[src/rtl/wb_load_stage.sv]
// Writeback stage: ALU results and HI/LO pass straight through. A load waits for
// the data bus, is extended by its byte-select, and commits one cycle later.
module wb_load_stage (
  input  logic        cpu_clk_50M,
  input  logic        cpu_rst,
  input  logic        wb_valid_i,
  input  logic [4:0]  wb_wa_i,
  input  logic        wb_wreg_i,
  input  logic [31:0] wb_dreg_i,
  input  logic        wb_mreg_i,
  input  logic [3:0]  wb_dre_i,
  input  logic        wb_msext_i,
  input  logic        wb_whilo_i,
  input  logic [63:0] wb_hilo_i,
  input  logic        wb_whi_i,
  input  logic        wb_wlo_i,
  input  logic        data_data_ok,
  input  logic [31:0] data_rdata,
  input  logic        flush_i,
  output logic [4:0]  wb_wa_o,
  output logic        wb_wreg_o,
  output logic [31:0] wb_wd_o,
  output logic        wb_hi_we_o,
  output logic        wb_lo_we_o,
  output logic [31:0] wb_hi_o,
  output logic [31:0] wb_lo_o,
  output logic        wb_stall_o,
  output logic [1:0]  wb_state_o
);

  typedef enum logic [1:0] {
    IDLE   = 2'b00,
    WAIT   = 2'b01,
    COMMIT = 2'b10,
    DRAIN  = 2'b11
  } state_t;

  state_t      state_q, state_d;
  logic [4:0]  wa_q, wa_d;
  logic [3:0]  dre_q, dre_d;
  logic        msext_q, msext_d;
  logic [31:0] ld_buf_q, ld_buf_d;
  logic        rst_q;

  logic        load_in;
  logic        commit_we;
  logic        load_stall;
  logic        block_we;
  logic        pass_we;
  logic [3:0]  ext_dre;
  logic        ext_zext;
  logic [31:0] ext_data;

  // Unlisted byte-select codes yield zero rather than a partial lane mix.
  function automatic logic [31:0] extract_load(input logic [3:0]  dre,
                                               input logic        zext,
                                               input logic [31:0] rdata);
    logic [7:0]  b;
    logic [15:0] h;
    logic [31:0] r;
    b = '0;
    h = '0;
    r = '0;
    case (dre)
      4'b1000: begin b = rdata[7:0];   r = {{24{~zext & b[7]}}, b}; end
      4'b0100: begin b = rdata[15:8];  r = {{24{~zext & b[7]}}, b}; end
      4'b0010: begin b = rdata[23:16]; r = {{24{~zext & b[7]}}, b}; end
      4'b0001: begin b = rdata[31:24]; r = {{24{~zext & b[7]}}, b}; end
      4'b1100: begin h = rdata[15:0];  r = {{16{~zext & h[15]}}, h}; end
      4'b0011: begin h = rdata[31:16]; r = {{16{~zext & h[15]}}, h}; end
      4'b1111: r = rdata;
      default: r = '0;
    endcase
    return r;
  endfunction

  assign load_in = wb_valid_i & wb_mreg_i;

  // A same-cycle response in IDLE must be decoded with the incoming fields,
  // since the latched copies are only written at the end of this cycle.
  assign ext_dre  = (state_q == IDLE) ? wb_dre_i   : dre_q;
  assign ext_zext = (state_q == IDLE) ? wb_msext_i : msext_q;
  assign ext_data = extract_load(ext_dre, ext_zext, data_rdata);

  always_comb begin
    state_d    = state_q;
    wa_d       = wa_q;
    dre_d      = dre_q;
    msext_d    = msext_q;
    ld_buf_d   = ld_buf_q;
    commit_we  = 1'b0;
    load_stall = 1'b0;
    case (state_q)
      IDLE: begin
        if (load_in) begin
          load_stall = 1'b1;
          if (flush_i) begin
            // Killed load may still have a bus response in flight; swallow it.
            state_d = data_data_ok ? IDLE : DRAIN;
          end else begin
            wa_d    = wb_wa_i;
            dre_d   = wb_dre_i;
            msext_d = wb_msext_i;
            if (data_data_ok) begin
              ld_buf_d = ext_data;
              state_d  = COMMIT;
            end else begin
              state_d = WAIT;
            end
          end
        end
      end
      WAIT: begin
        load_stall = 1'b1;
        if (flush_i) begin
          state_d = data_data_ok ? IDLE : DRAIN;
        end else if (data_data_ok) begin
          ld_buf_d = ext_data;
          state_d  = COMMIT;
        end
      end
      COMMIT: begin
        commit_we = ~flush_i;
        state_d   = IDLE;
      end
      DRAIN: begin
        load_stall = 1'b1;
        if (!flush_i && data_data_ok) begin
          state_d = IDLE;
        end
      end
      default: state_d = IDLE;
    endcase
  end

  always_ff @(posedge cpu_clk_50M) begin
    if (cpu_rst) begin
      state_q  <= IDLE;
      wa_q     <= '0;
      dre_q    <= '0;
      msext_q  <= 1'b0;
      ld_buf_q <= '0;
      rst_q    <= 1'b1;
    end else begin
      state_q  <= state_d;
      wa_q     <= wa_d;
      dre_q    <= dre_d;
      msext_q  <= msext_d;
      ld_buf_q <= ld_buf_d;
      rst_q    <= 1'b0;
    end
  end

  // Writes are blocked during reset, the cycle right after it, and on flush.
  assign block_we = cpu_rst | rst_q | flush_i;
  assign pass_we  = (state_q == IDLE) & wb_valid_i & wb_wreg_i & ~wb_mreg_i;

  always_comb begin
    wb_wreg_o  = ~block_we & (pass_we | commit_we);
    wb_wa_o    = wb_wa_i;
    wb_wd_o    = wb_dreg_i;
    wb_hi_we_o = ~block_we & wb_valid_i & (wb_whilo_i | wb_whi_i);
    wb_lo_we_o = ~block_we & wb_valid_i & (wb_whilo_i | wb_wlo_i);
    wb_hi_o    = wb_hilo_i[63:32];
    wb_lo_o    = wb_hilo_i[31:0];
    wb_stall_o = load_stall;
    wb_state_o = state_q;
    if (state_q == COMMIT) begin
      wb_wa_o = wa_q;
      wb_wd_o = ld_buf_q;
    end
    if (cpu_rst) begin
      wb_wa_o    = '0;
      wb_wd_o    = '0;
      wb_hi_o    = '0;
      wb_lo_o    = '0;
      wb_stall_o = 1'b0;
      wb_state_o = IDLE;
    end
  end

endmodule

[config.mk]
export PLATFORM = sky130hd
export DESIGN_NAME = wb_load_stage
export DESIGN_NICKNAME = d
export VERILOG_FILES = /design/src/rtl/wb_load_stage.sv
export SDC_FILE = /design/constraint.sdc
export NUM_CORES = 1
export LEC_CHECK = 0
export CAP_MARGIN = 40
export CORE_MARGIN = 2
export CORE_UTILIZATION = 41
export CTS_BUF_LIST = sky130_fd_sc_hd__clkbuf_4
export DETAILED_ROUTE_END_ITERATION = 6
export GPL_TIMING_DRIVEN = 1
export PLACE_DENSITY = 0.91
export SLEW_MARGIN = 20
export SYNTH_ARGS = -nofsm -noshare
export SYNTH_HDL_FRONTEND = slang
export SYNTH_SLANG_ARGS = --single-unit
[constraint.sdc]
create_clock -name cpu_clk_50M -period 4.27 [get_ports cpu_clk_50M]
set_clock_uncertainty 0.05 [all_clocks]
set_input_delay 0.854 -clock cpu_clk_50M [delete_from_list [all_inputs] [get_ports cpu_clk_50M]]
set_output_delay 0.854 -clock cpu_clk_50M [all_outputs]
set_load 0.02 [all_outputs]
==> flow_summary.yaml <==
clock_tree:
  cts_setup_buffers: 0
  cts-root-buf: "clkbuf_4"
  htree_levels: 2
  clockBufferDepth: 2
  clkTransAtPathRegs_ns: 0.12
  cts_tree: "yes"
  cts_buffers: 5
  cts_resized: 0
  cts.sinks: 45
  holdBufCountCts: 0
  clock_latency_ns: 0.36
logic_synthesis:
  syn_nets: 679
  ys_seq_area_frac: 0.2317
  synth_area_um2: 3887
  netlist_instances: 527
  synth.distinct_cells: 60
  synth.avg_cell_area_um2: 7.377
  ys_ff_latch: 45
  synth-warning-count: 0
setup_path:
  timing.rr.end: "ld_buf_q[8]$_SDFFE_PP0P_"
  critical_path_buf_inv_count: 2
  path_cells: "clkdlybuf4s50_1, or3_1, nor2_1, o21a_1, clkdlybuf4s50_1"
  arrival_ns: 2.77
  cp-end-kind: "primary output"
  critPathTopFamily: "buffers and inverters"
  crit_path_max_fanout: 5
  reg2reg_from: "state_q[0]$_SDFFE_PP0P_"
  cpMostUsedCell: "clkdlybuf4s50_1"
  rrSetupSlack_ns: 1.71
  start_kind: "primary input"
  critPathKind: "primary input to primary output"
  critical_path.startpoint: "flush_i"
  critPathSlowestCell: "clkdlybuf4s50_1"
  ff2ff_path_depth: 6
  worstPathRequired_ns: 3.37
  slowest_delay_ns: 0.64
floorplan:
  die_w_um: 101.4
  ios: 255
  fp.coreArea_um2: 9240
  start_util: 0.4207
  die_area_um2: 10280
  num_rows: 35
  die_h_um: 101.4
power:
  clkPwrFrac: 0.170
  p_comb_frac: 0.473
  leakage_nw: 2.212
  peakVddDrop_uv: 134.5
  p_seq_frac: 0.357
  p_int_mw: 0.7859
  swShare: 0.3509
  p_switching_mw: 0.4248
  power-per-cell-area_nw_per_um2: 187.6
placement:
  dp_hpwl_mm: 13.14
  place_congestion: 1.015
  portBuffers: 254
hold_path:
  min_from: "ld_buf_q[3]$_SDFFE_PP0P_"
  hold_class: "flop to flop"
  min_to: "ld_buf_q[3]$_SDFFE_PP0P_"
  hold_depth: 2
detailed_routing:
  initialDrtViolationCount: 396
  vias_per_cell: 5.585
  routed_wirelength_mm: 16.30
  vias: 4920
  drtPass1Iterations: 5
  drc_errors: 0
  drtAntennaViolNets: 0
  wire_per_inst_um: 18.50
cells_and_area:
  antennaDiodeCount: 0
  fillers: 742
  post-route-util: 0.6986
  fin_nets: 903
  syn_to_final_growth_pct: 66.04
  drive_gt1_frac: 0.06383
sta:
  max-slew-margin-rel: 0.4616
  rsz0062_at_grt: "false"
  fmax_ghz: 0.2720
  finalSetupViolCount: 0
  hold_viol: 0
  period_share: 0.8609
  slew_violations: 0
  worstMarginPinSlew_ns: 0.8058
  finalSetupTns_ns: 0
  post-route-min-period_ns: 3.676
global_routing:
  grt.total_usage: 0.3074
  antenna_found_initial: 0
  grt_max_degree: 106
  gr-total-overflow: 0
  grt_pass1_vias: 4626
  grt_pass1_wl_mm: 24.70
flow_run:
  cap_violations: 0
outcome:
  status: "finished clean"
## per-layer routing
layer,vias to the layer above,share of wire,GRT usage
met2,300,0.54,0.6006
met5,-,0,0
met4,0,0.019,0.05301
met3,43,0.079,0.05659
met1,2271,0.36,0.3481
li1,2306,-,-
## sequential cells by signal, indices dropped and copies added, names as in the netlist
signal and flops:
msext_q 1, dre_q 4, rst_q 1, state_q 2, ld_buf_q 32, wa_q 5
## kinds of logic after synthesis
family | Yosys count | synth area share
AO/OA/AOI/OAI | 156 | 0.2919
XOR/XNOR | 2 | 0.004507
adder cells (fa/ha/maj) | 4 | 0.01287
buffers and inverters | 56 | 0.08111
flip-flops | 45 | 0.2317
multiplexers | 13 | 0.04023
AND/OR/NAND/NOR | 251 | 0.3376
## metrics by stage
step,power (mW),hold WS [ns],cell area (um2),worst slack [ns],cells
after global routing,1.264,0.4427,6455,0.4830,881
after global placement,0.9990,0.3972,6389,0.5951,872
after CTS,1.210,0.4172,6455,0.5846,881
after floorplan,0.7154,0.3797,3887,1.493,527
final,1.211,0.4165,6455,0.5941,881
after detailed placement,1.009,0.3988,6400,0.5893,873
## layout by cell type, fill, tap and decap left out, drive strengths merged, types with 4 or more instances in the layout
master / count
a221oi: 8
nor3: 7
buf: 10
o21ai: 18
a31oi: 14
a22o: 8
nand4: 8
nor4b: 4
clkdlybuf4s50: 253
nor2b: 70
dfxtp: 45
nand3: 9
a32oi: 24
inv: 10
clkbuf: 6
ha: 4
a21boi: 17
a21oi: 55
nand2: 116
mux2i: 12
nor2: 22
## cells in the mapped netlist, drive strengths merged
cell type | n | area, um2
a221oi | 8 | 70.07
nor3b | 3 | 27.52
a2bb2oi | 1 | 26.28
o21a | 2 | 15.01
mux2i | 12 | 145.1
a21boi | 17 | 127.6
dfxtp | 45 | 900.9
a21oi | 55 | 324.1
nor2b | 70 | 437.9
a21o | 2 | 15.01
buf | 25 | 197.7
mux2 | 1 | 11.26
o22ai | 1 | 12.51
a32o | 2 | 20.02
and4bb | 1 | 12.51
a32oi | 24 | 210.2
nor3 | 7 | 40.04
nor2 | 22 | 97.59
nand2b | 1 | 6.260
o21ai | 18 | 93.84
nand4 | 8 | 50.05
ha | 4 | 50.05
or3 | 1 | 6.260
nand3b | 2 | 15.01
and2 | 2 | 12.51
xnor2 | 2 | 17.52
and3 | 1 | 6.260
a22o | 8 | 70.07
or2 | 1 | 8.760
nor4 | 3 | 40.04
clkbuf | 21 | 80.07
a22oi | 2 | 15.01
nand2 | 116 | 437.9
o211a | 1 | 10.01
o211ai | 1 | 7.510
a31oi | 14 | 117.6
nand3 | 9 | 57.56
nor4b | 4 | 56.30
inv | 10 | 37.54
## power groups by stage
stage          Clock (mW)  Combinational (mW)  Sequential, mW
6_report            0.206               0.572           0.432
5_1_grt             0.229               0.602           0.433
4_1_cts             0.209               0.570           0.432
3_5_place_dp            0               0.568           0.441
3_3_place_gp            0               0.558           0.441
2_1_floorplan           0               0.276           0.439
## worst min-delay path: cells and delay by family, from the launching register on
kind             cells  cell delay (ns)
flip-flops           1             0.34
AND/OR/NAND/NOR      1             0.05
AO/OA/AOI/OAI        1             0.05
## worst max-delay path by stage
stage | end | cells past startpoint
3_5_place_dp | wb_hi_we_o | 5
5_1_grt | wb_hi_we_o | 5
4_1_cts | wb_hi_we_o | 5
2_1_floorplan | wb_wreg_o | 3
6_report | wb_hi_we_o | 5
3_3_place_gp | wb_hi_we_o | 5
## final cells by class
class,count,area (um2),area share
sequential,45,900.9,0.1396
multi-input combinational,426,2676,0.4146
timing repair buffer,263,2624,0.4065
inverter,10,37.54,0.005815
clock inverter,2,10.01,0.001551
tap,129,161.4,0.02500
clock buffer,6,45.04,0.006978
No activity file was read; power rests on OpenSTA's default activity.
